**src/rtl/ram_program_loader.sv**
```systemverilog
// ram_program_loader: assembles a framed byte stream into 16-bit RAM writes while holding the CPU in reset.
// Optional trailing XOR checksum byte is enabled with `define LOADER_CHECKSUM_EN.
module ram_program_loader #(
  parameter int ADDR_W        = 16,
  parameter int BASE_ADDR     = 0,
  parameter int MAX_WORDS     = 1024,
  parameter bit HOLD_AT_RESET = 1'b0
) (
  input  logic              clk,
  input  logic              rst,
  input  logic              start,
  input  logic [7:0]        rx_data,
  input  logic              rx_valid,
  output logic              rx_ready,
  output logic [ADDR_W-1:0] ram_addr,
  output logic [15:0]       ram_data,
  output logic              ram_wren,
  output logic              cpu_hold,
  output logic              busy,
  output logic              done,
  output logic              error,
  output logic [ADDR_W-1:0] words_loaded
);
  typedef enum logic [3:0] {
    IDLE, LEN_HI, LEN_LO, DATA_HI, DATA_LO, WRITE, DONE, ERROR
`ifdef LOADER_CHECKSUM_EN
    , CHECK
`endif
  } state_t;
`ifdef LOADER_CHECKSUM_EN
  localparam state_t FIN = CHECK;
`else
  localparam state_t FIN = DONE;
`endif
  localparam logic [ADDR_W-1:0] BASE = ADDR_W'(BASE_ADDR);
  state_t state_q, state_d;
  logic [15:0] len_q, len_d, data_q, data_d;
  logic [7:0] hi_q, hi_d;
  logic [ADDR_W-1:0] addr_q, addr_d, words_q, words_d;
  logic hold_q, hold_d, xfer, idle_like;
`ifdef LOADER_CHECKSUM_EN
  logic [7:0] csum_q, csum_d;
`endif
  assign idle_like = state_q inside {IDLE, DONE, ERROR};
  assign xfer = rx_valid & rx_ready;
  always_comb begin
    state_d = state_q;
    len_d   = len_q;
    hi_d    = hi_q;
    data_d  = data_q;
    addr_d  = addr_q;
    words_d = words_q;
    hold_d  = hold_q;
`ifdef LOADER_CHECKSUM_EN
    csum_d  = csum_q;
`endif
    if (idle_like && start) begin
      state_d = LEN_HI;
      hold_d  = 1'b1;
      words_d = '0;
      addr_d  = BASE;
`ifdef LOADER_CHECKSUM_EN
      csum_d  = '0;
`endif
    end else if (xfer) begin
      case (state_q)
        LEN_HI: begin
          len_d[15:8] = rx_data;
          state_d     = LEN_LO;
        end
        LEN_LO: begin
          len_d[7:0] = rx_data;
          state_d    = ({len_q[15:8], rx_data} == 16'd0) ? FIN :
                       ({16'd0, len_q[15:8], rx_data} > 32'(MAX_WORDS)) ? ERROR : DATA_HI;
        end
        DATA_HI: begin
          hi_d    = rx_data;
          state_d = DATA_LO;
`ifdef LOADER_CHECKSUM_EN
          csum_d  = csum_q ^ rx_data;
`endif
        end
        DATA_LO: begin
          data_d  = {hi_q, rx_data};
          state_d = WRITE;
`ifdef LOADER_CHECKSUM_EN
          csum_d  = csum_q ^ rx_data;
`endif
        end
`ifdef LOADER_CHECKSUM_EN
        CHECK: state_d = (rx_data == csum_q) ? DONE : ERROR;
`endif
        default: ;
      endcase
    end else if (state_q == WRITE) begin
      words_d = words_q + ADDR_W'(1);
      addr_d  = addr_q + ADDR_W'(1);
      state_d = (words_d == ADDR_W'(len_q)) ? FIN : DATA_HI;
    end
    if (state_d == DONE) hold_d = 1'b0;
  end
  always_ff @(posedge clk) begin
    if (rst) begin
      state_q <= IDLE;
      len_q   <= '0;
      hi_q    <= '0;
      data_q  <= '0;
      addr_q  <= BASE;
      words_q <= '0;
      hold_q  <= HOLD_AT_RESET;
`ifdef LOADER_CHECKSUM_EN
      csum_q  <= '0;
`endif
    end else begin
      state_q <= state_d;
      len_q   <= len_d;
      hi_q    <= hi_d;
      data_q  <= data_d;
      addr_q  <= addr_d;
      words_q <= words_d;
      hold_q  <= hold_d;
`ifdef LOADER_CHECKSUM_EN
      csum_q  <= csum_d;
`endif
    end
  end
`ifdef LOADER_CHECKSUM_EN
  assign rx_ready = state_q inside {LEN_HI, LEN_LO, DATA_HI, DATA_LO, CHECK};
`else
  assign rx_ready = state_q inside {LEN_HI, LEN_LO, DATA_HI, DATA_LO};
`endif
  assign ram_wren     = state_q == WRITE;
  assign busy         = !idle_like;
  assign done         = state_q == DONE;
  assign error        = state_q == ERROR;
  assign cpu_hold     = hold_q;
  assign words_loaded = words_q;
  assign ram_addr     = addr_q;
  assign ram_data     = data_q;
endmodule

```
**config.mk**
```make
export PLATFORM = sky130hd
export DESIGN_NAME = ram_program_loader
export DESIGN_NICKNAME = d
export VERILOG_FILES = /design/src/rtl/ram_program_loader.sv
export SDC_FILE = /design/constraint.sdc
export NUM_CORES = 1
export LEC_CHECK = 0
export BUFFER_PORTS_ARGS = -buffer_cell sky130_fd_sc_hd__buf_4
export CELL_PAD_IN_SITES_DETAIL_PLACEMENT = 1
export CELL_PAD_IN_SITES_GLOBAL_PLACEMENT = 1
export CORE_UTILIZATION = 44
export CTS_CLUSTER_SIZE = 12
export DETAILED_ROUTE_END_ITERATION = 10
export MAX_ROUTING_LAYER = met4
export PLACE_DENSITY = 0.91
export SLEW_MARGIN = 20
export SYNTH_ARGS = -nofsm -noshare
export SYNTH_HDL_FRONTEND = slang
export SYNTH_SLANG_ARGS = --single-unit
```
**constraint.sdc**
```tcl
create_clock -name clk -period 7.7 [get_ports clk]
set_input_delay 0.77 -clock clk [delete_from_list [all_inputs] [get_ports clk]]
set_output_delay 0.77 -clock clk [all_outputs]
set_load 0.03 [all_outputs]
```
### Yosys cells after proc, flatten, opt, wreduce, memory -nomap -nowiden

Cells that the tools add are included.

* add/sub/neg operators: 2
* magnitude comparators: 1
* equality and inequality tests: 9
* muxes and demuxes: 7
* bitwise gates (word level): 3
* reduce and logical (&&, ||, !) cells: 13

Operators with widths (number)
* $add A16 B1 Y16 const B: 2
* $eq A4 B3 Y1 const B: 5
* $eq A16 B16 Y1: 1
* $gt A16 B11 Y1 const B: 1
* $logic_not A16 Y1: 1
* $pmux W4 S4: 1
* $mux W4: 3
* $reduce_and A3 Y1: 4
* $mux W3: 3
* $eq A4 B2 Y1 const B: 2
* $eq A4 B1 Y1 const B: 1
* $logic_not A4 Y1: 1
* $reduce_bool A4 Y1: 1
* $reduce_or A2 Y1: 2
* $reduce_bool A3 Y1: 1
* $not A1 Y1: 2
* $reduce_and A2 Y1: 1
* $and A1 B1 Y1: 1
* $logic_and A1 B1 Y1: 1
* $logic_not A1 Y1: 1

* flip-flop bits (word level): 77
* bits of input ports: 12
* output and inout port bits: 54

### Logic depth before layout (Yosys ltp)

Gate-level depths: netlist of the first run.

* depth in word-level cells: 8
* mapped depth: 11

### Least setup slack after synthesis of the first run

OpenSTA, ideal clock, no wires.

* kind: reg2reg
* from: register words_q[0] (netlist: words_loaded[0])
* to: register hold_q (netlist: cpu_hold)
* arrival time: 2.510 ns
* slack: 5.051 ns
* stages on the path, launching flop included: 11
* period minus slack after synthesis: 2.649 ns
* cells stage by stage: dfxtp_1 > ha_1 > and3_4 > buf_6 > and2_4 > buf_6 > nand2_4 > xnor2_1 > or4_4 > o41ai_1 > a211oi_1

* word-level cells in the longest chain between the ends: 8

Ends and longest elaborated chain
* from (decl): line 39 `logic [ADDR_W-1:0] addr_q, addr_d, words_q, words_d;`
* from (signal assigned): line 120 `words_q <= words_d;`
* $add A16 B1 Y16: line 96 `words_d = words_q + ADDR_W'(1);`
* $eq A16 B16 Y1: line 98 `state_d = (words_d == ADDR_W'(len_q)) ? FIN : DATA_HI;`
* $mux W3: line 98
* $mux W4: line 95 `end else if (state_q == WRITE) begin`
* $mux W4: line 65 `end else if (xfer) begin`
* $mux W4: line 57 `if (idle_like && start) begin`
* $eq A4 B3 Y1: line 100 `if (state_d == DONE) hold_d = 1'b0;`
* $reduce_or A2 Y1 (no line)
* to (signal assigned): line 121 `hold_q <= hold_d;`
* to (decl): line 40 `logic hold_q, hold_d, xfer, idle_like;`

No other way between the ends.
A chain may end at the register's enable or synchronous reset.

### Final worst setup path of the first run

* from: register state_q[0]
* to: output port ram_wren

* word-level cells in the longest chain between the ends: 1

Ends and longest elaborated chain
* from (decl): line 36 `state_t state_q, state_d;`
* from (signal assigned): line 115 `state_q <= state_d;`
* $eq A4 B3 Y1: line 132 `assign ram_wren = state_q == WRITE;`
* to (decl): line 17 `output logic ram_wren,`

No other way between the ends.

==> results.py, run 1 <==
metrics = {
    "run_status": {
        "status": "finished clean",
    },
    "timing": {
        "maxSlewViolCount": 0,
        "rsz0062_at_grt": "false",
        "holdWs_ns": 0.4588,
        "hold_viol": 0,
        "min_period_over_period": 0.4318,
        "worst_slew_pin_slew_ns": 0.8230,
        "timing.final.crit_period_ns": 3.325,
        "fmaxAchievable_mhz": 300.8,
        "tns_ns": 0,
        "relSlewSlack": 0.4493,
        "setup_viol": 0,
        "fin_skew_ns": 0.01118,
    },
    "yosys": {
        "synthArstFlopShare": 0,
        "synth-seq-cells": 77,
        "seq_area_frac_synth": 0.4154,
        "yosysTopAreaCellShare": 0.4154,
        "synth_flop_cell": "dfxtp_1",
        "synth_area_leaders": "dfxtp_1, nand2_1, nor2_1, xor2_1, a21oi_1",
        "yosys.area.top_type": "dfxtp_1",
        "synth_edf_count": 0,
        "syn_area_um2": 3711,
        "syn_avg_cell_area_um2": 8.210,
        "synthCells": 452,
        "yosys_warnings": 0,
        "synth_fp_nets": 466,
        "synth_cell_type_count": 53,
    },
    "pwr": {
        "power_frac_comb": 0.090,
        "swShare": 0.2752,
        "p_sw_uw": 234.8,
        "power_density_nw_per_um2": 193.6,
        "clkPwrFrac": 0.426,
        "seqPwrFrac": 0.484,
        "ir_drop_v": 0.00008950,
        "intPower_uw": 618.5,
        "p_leak_nw": 1.798,
    },
    "placement": {
        "dp_hpwl_um": 7247,
        "portBuffers": 65,
        "place_congestion": 0.8520,
        "dp_cells": 593,
    },
    "floorplanning": {
        "start_util": 0.4539,
        "die_w_um": 93.84,
        "die_h_um": 93.84,
        "die_area_um2": 8806,
        "ios": 66,
        "core_area_um2": 8175,
        "placementRows": 33,
    },
    "finish": {
        "drive_gt1_frac": 0.1865,
        "finalNonFillerCells": 609,
        "regArea_um2": 1541,
        "multi_input_area_um2": 1992,
        "antennaDiodeCount": 0,
        "syn_to_final_growth_pct": 18.78,
        "n_fill_cell": 1004,
        "final_nets": 513,
    },
    "routing": {
        "wirelength_um": 10890,
        "ant_nets": 0,
        "viasPerCell": 5.603,
        "wire_per_inst_um": 17.88,
        "vias": 3412,
        "route.detailed.drc": 0,
        "dr.pass1.iters": 4,
        "first_iter_violations": 130,
    },
    "worst_setup_path": {
        "r2r.worst_path.cells": 8,
        "crit_path_end_kind": "output port",
        "path_cells": "nor2b_1 -> nand2_1 -> inv_2 -> buf_4",
        "worstPathRequired_ns": 6.93,
        "r2r-start": "state_q[0]",
        "cp.arrival_ns": 2.55,
        "r2r-end": "ram_addr[13]",
        "critPathMaxStageDelay_ns": 0.68,
        "critical_path_peak_fanout": 19,
        "slowest_stage": "nor2b_1",
        "critPathKind": "reg -> out",
        "worst_setup_path_start_kind": "flip-flop",
        "worst-r2r-setup-slack_ns": 4.58,
    },
    "clocking": {
        "hold_buffers": 0,
        "clk_pin_slew_ns": 0.10,
        "clk_latency_ns": 0.37,
        "cts_resized": 0,
        "htreeDepth": 3,
        "cts.path.max_buffers": 2,
        "cts-buffers-inserted": 9,
        "root_buffer": "clkbuf_8",
        "cts_tree": "done",
        "clock_sinks": 77,
        "post-cts-setup-buffers": 0,
    },
    "hold_path": {
        "whs_path_depth": 2,
        "hp-class": "reg -> reg",
        "hold_end": "ram_data[12]",
        "hp-start": "ram_data[12]",
    },
    "grt": {
        "grt_pass1_wl_um": 17520,
        "antenna_found_initial": 0,
        "grt_pass1_vias": 3448,
        "grt_max_degree": 45,
        "grtUsageTotal": 0.2669,
        "grt_overflow": 0,
    },
    "flow_run": {
        "drv_cap": 0,
    },
}
==> cell type report <==
class | instances | share of cell area
Multi-Input combinational cell | 339 | 0.4519
Sequential cell | 77 | 0.3497
Timing Repair Buffer | 65 | 0.1107
Tap cell | 105 | 0.02980
Clock buffer | 9 | 0.02810
Clock inverter | 7 | 0.02384
Inverter | 7 | 0.005961
==> how the worst max path moves through the flow <==
stage	start	to	slack [ns]	cells after the start
floorplan	words_loaded[0]	cpu_hold	5.05	10
finish	state_q[0]	ram_wren	4.38	4
CTS	state_q[0]	ram_wren	4.39	4
detailed placement	rx_valid	state_q[2]	4.59	7
global placement	rx_valid	state_q[2]	4.81	7
global route	state_q[0]	ram_wren	4.16	4
==> synthesized netlist by cell type, types with 5 or more instances <==
| cell type | n |
|---|---|
| a21oi_1 | 38 |
| nor4_1 | 5 |
| o21ai_0 | 9 |
| nand4_1 | 9 |
| mux2i_1 | 18 |
| clkbuf_1 | 20 |
| xor2_1 | 24 |
| nand2_1 | 70 |
| nor3_1 | 9 |
| inv_1 | 6 |
| nand3_1 | 25 |
| nor2_1 | 58 |
| dfxtp_1 | 77 |
| xnor2_1 | 19 |
==> registers in the layout (all words and copies together), names as in the netlist <==
| register | cells |
|---|---|
| cpu_hold | 1 |
| hi_q | 8 |
| len_q | 16 |
| ram_addr | 16 |
| ram_data | 16 |
| state_q | 4 |
| words_loaded | 16 |
==> worst max-delay path: cells and delay by family, from the launching register on <==
kind,cells,cell delay [ns]
buf+inv,2,0.62
flops,1,0.57
simple gates,2,0.99
==> per-layer routing <==
metal  global-route usage  share of wire
met2               0.4434           0.51
met4               0.1051          0.023
met3              0.04693          0.038
met1               0.3209           0.43
met5                    -              0
==> cell usage in the layout (no fill, tap or decap), types with 2 or more instances in the layout <==
master,netlist,final
nand3_1,25,25
o21ai_0,9,9
nor4_1,5,5
nand3b_1,2,2
ha_1,2,2
nand4_1,9,9
xor2_1,24,24
nor3_1,9,9
or3_1,4,4
xnor2_1,19,19
bufinv_16,0,2
nor2_1,58,58
nor3b_1,2,2
a31oi_1,4,4
a211oi_1,3,3
clkbuf_8,1,9
mux2i_1,18,18
inv_1,6,6
a2111oi_0,2,2
inv_8,0,2
inv_6,0,2
buf_4,0,65
dfxtp_1,77,77
nor2b_1,4,4
and3_1,3,3
and4_2,4,4
a21oi_1,38,38
nand2_1,70,70
==> power by group through the flow <==
stage | combinational, mW | sequential [mW] | clock, mW
floorplan | 0.0497 | 0.420 | 0
global placement | 0.0714 | 0.421 | 0
detailed placement | 0.0748 | 0.422 | 0
CTS | 0.0766 | 0.413 | 0.370
global route | 0.0837 | 0.414 | 0.384
finish | 0.0770 | 0.413 | 0.363
==> metrics by stage <==
| stage | utilization | setup slack, ns | power, mW | cell area (µm²) |
|---|---|---|---|---|
| 6_report | 0.5392 | 4.375 | 0.8532 | 4408 |
| 5_1_grt | 0.5392 | 4.157 | 0.8816 | 4408 |
| 4_1_cts | 0.5390 | 4.390 | 0.8590 | 4407 |
| 3_5_place_dp | 0.5110 | 4.594 | 0.4964 | 4178 |
| 3_3_place_gp | 0.5110 | 4.807 | 0.4924 | 4178 |
| 2_1_floorplan | - | 5.051 | 0.4695 | 3711 |
==> cell families after synthesis <==
family                   Yosys count  share of synthesized area
AO/OA/AOI/OAI                     71                     0.1129
adder cells (fa/ha/maj)            2                   0.006742
multiplexers                      18                    0.04855
AND/OR/NAND/NOR                  204                     0.2593
buffers and inverters             36                    0.04821
flip-flops                        77                     0.4154
XOR/XNOR                          44                     0.1089
Note: power is estimated with default switching activity, not from simulation.
==> run 2: changes to the inputs <==
Settings changed: ABC_AREA from default to 1, CORE_UTILIZATION 44 to 40, PLACE_DENSITY 0.91 to 0.87.
Clock period 7.7 ns to 3.2 ns, I/O delays scaled along.
==> run 2 against run 1 <==
- combinational power grew to 8.8 times the previous value
- power rose to 3.0 times the previous value
- largest cell class unchanged
- global-route usage fell by 1.9 points
==> results.py, run 2 <==
metrics = {
    "run_status": {
        "status": "finished clean",
    },
    "finish": {
        "finalNonFillerCells": 754,
        "syn_to_final_growth_pct": 21.33,
        "final_common_cell": "nand2_1",
        "layout_common_cells": "nand2_1, dfxtp_1, inv_1",
        "antennaDiodeCount": 0,
        "drive_gt1_frac": 0.1728,
        "final_nets": 634,
        "finish.utilization": 0.5014,
    },
    "pwr": {
        "power_mw": 2.572,
        "ir_drop_v": 0.0003113,
        "p_leak_nw": 1.922,
        "power_density_nw_per_um2": 555.0,
    },
    "yosys": {
        "syn_avg_cell_area_um2": 6.843,
        "yosys-top-cells-count": "nand2_1, dfxtp_1, inv_1, a21oi_1, nor2_1",
        "synth_cell_type_count": 33,
        "synth_flop_cell": "dfxtp_1",
        "yosys.area.top_type": "dfxtp_1",
        "synthArstFlopShare": 0,
        "yosys_warnings": 0,
        "syn_area_um2": 3819,
        "seq_area_frac_synth": 0.4037,
        "synth-seq-cells": 77,
        "synth_edf_count": 0,
        "synth_fp_nets": 572,
        "synthCells": 558,
        "yosysTopAreaCellShare": 0.4037,
        "yosysMostFrequentCell": "nand2_1",
        "synth_area_leaders": "dfxtp_1, nand2_1, a21oi_1, inv_1, nand3_1",
    },
    "timing": {
        "setup_viol": 0,
        "tns_ns": 0,
        "worst_slew_pin_slew_ns": 0.7573,
        "relSlewSlack": 0.4946,
        "timing.final.crit_period_ns": 2.717,
        "fmaxAchievable_mhz": 368.0,
        "maxSlewViolCount": 0,
        "min_period_over_period": 0.8492,
        "rsz0062_at_grt": "false",
        "fin_skew_ns": 0.01144,
        "hold_viol": 0,
    },
    "clocking": {
        "cts_resized": 0,
        "root_buffer": "clkbuf_8",
        "clk_pin_slew_ns": 0.09,
        "hold_buffers": 0,
        "clk_latency_ns": 0.35,
        "cts_tree": "done",
        "htreeDepth": 3,
        "clock_sinks": 77,
        "cts-buffers-inserted": 9,
        "cts.path.max_buffers": 2,
        "post-cts-setup-buffers": 0,
    },
    "flow_run": {
        "drv_cap": 0,
    },
    "floorplanning": {
        "die_h_um": 99.71,
        "start_util": 0.4133,
        "ios": 66,
        "core_area_um2": 9240,
        "die_w_um": 99.71,
        "die_area_um2": 9941,
        "placementRows": 35,
    },
    "hold_path": {
        "hp-start": "rx_data[1]",
        "hp-class": "in -> reg",
        "whs_path_depth": 3,
        "hold_end": "ram_data[1]",
    },
    "placement": {
        "dp_cells": 738,
        "dp_hpwl_um": 8437,
        "place_congestion": 0.8629,
        "portBuffers": 65,
    },
    "worst_setup_path": {
        "r2r-end": "cpu_hold",
        "slowest_stage": "nor2_1",
        "critPathMaxStageDelay_ns": 0.58,
        "critical_path_peak_fanout": 11,
        "cp.arrival_ns": 2.96,
        "r2r.worst_path.cells": 16,
        "startpoint": "words_loaded[0]",
        "critical-path-top-delay-family": "simple AND/OR/NAND/NOR gates",
        "path_cells": "ha_1 -> nand2_1 -> nor2_1 -> nand4_1 -> nand2_1 -> nand2_1 -> nand2_1 -> nand2_1 -> nor2_1 -> nand3_1 -> nand2_1 -> nand2_1 -> nand2_1 -> nand2_1 -> nor2_1 -> nor2_1",
        "r2r-start": "words_loaded[0]",
        "crit_path_end_kind": "flip-flop",
        "critPathKind": "reg -> reg",
        "crit_buf_inv": 0,
        "worstPathRequired_ns": 3.44,
        "cp_common_cell": "nand2_1",
        "worst-r2r-setup-slack_ns": 0.48,
        "worst_setup_path_start_kind": "flip-flop",
    },
    "routing": {
        "viasPerCell": 5.231,
        "wirelength_um": 11460,
        "wl_met1_um": 5207,
        "wire_per_inst_um": 15.20,
        "wl_met2_um": 5631,
        "ant_nets": 0,
        "first_iter_violations": 144,
        "dr.pass1.iters": 4,
        "route.detailed.drc": 0,
        "wl_met3_um": 464,
        "vias": 3944,
        "highest_layer": "met4",
    },
    "grt": {
        "grt_max_degree": 33,
        "grt_pass1_vias": 4037,
        "grtUsageTotal": 0.2477,
        "grt_overflow": 0,
        "grt_pass1_wl_um": 19150,
        "antenna_found_initial": 0,
    },
}
## run 2: per-layer routing
metal | vias to the layer above | track usage
li1 | 1941 | -
met1 | 1894 | 0.2982
met2 | 93 | 0.4159
met3 | 16 | 0.03935
met4 | 0 | 0.09276
met5 | - | -
## run 2: logic make-up (layout without fill, tap and decap cells)
logic type,count (synthesis),in the layout,synth area share
AOI/OAI and AO/OA,115,115,0.1563
and+or+nand+nor,260,260,0.3106
DFF,77,77,0.4037
buffers and inverters,93,160,0.09371
xor gates and xnor gates,11,11,0.02916
adders and majority gates,2,2,0.006552
## run 2: metrics by stage
stage	hold WS (ns)	worst slack [ns]	area, µm²
finish	0.2575	0.4826	4633
global route	0.2714	0.1948	4633
CTS	0.2501	0.5334	4633
detailed placement	0.4452	0.5710	4418
global placement	0.4349	0.7847	4418
floorplan	0.4377	1.074	3819
## run 2: worst register-to-register path, stage by stage (launching register included)
cell,delay (ns)
dfxtp_1,0.45
ha_1,0.26
nand2_1,0.07
nor2_1,0.58
nand4_1,0.21
nand2_1,0.14
nand2_1,0.06
nand2_1,0.07
nand2_1,0.07
nor2_1,0.11
nand3_1,0.12
nand2_1,0.10
nand2_1,0.07
nand2_1,0.05
nand2_1,0.08
nor2_1,0.12
nor2_1,0.05
## run 2: area by class of cell
| class | count | area (µm²) |
|---|---|---|
| fillers | 1242 | 4607 |
| multi-input cells | 388 | 1919 |
| flip-flops and latches | 77 | 1541 |
| repair buffers | 68 | 510.5 |
| inverters | 76 | 285.3 |
| well taps | 129 | 161.4 |
| clock buffers | 9 | 123.9 |
| clock inverters | 7 | 91.34 |
## run 2: worst max path at each step
stage          endpoint  slack, ns  depth (start not counted)
3_3_place_gp   cpu_hold       0.78                         16
4_1_cts        cpu_hold       0.53                         16
5_1_grt        cpu_hold       0.19                         16
6_report       cpu_hold       0.48                         16
2_1_floorplan  cpu_hold       1.07                         17
3_5_place_dp   cpu_hold       0.57                         16
## run 2: report_power, final
group / internal, mW / switching (mW) / total, mW
Clock: 0.380 / 0.423 / 0.803
Sequential: 1.02 / 0.0722 / 1.09
Combinational: 0.207 / 0.469 / 0.676
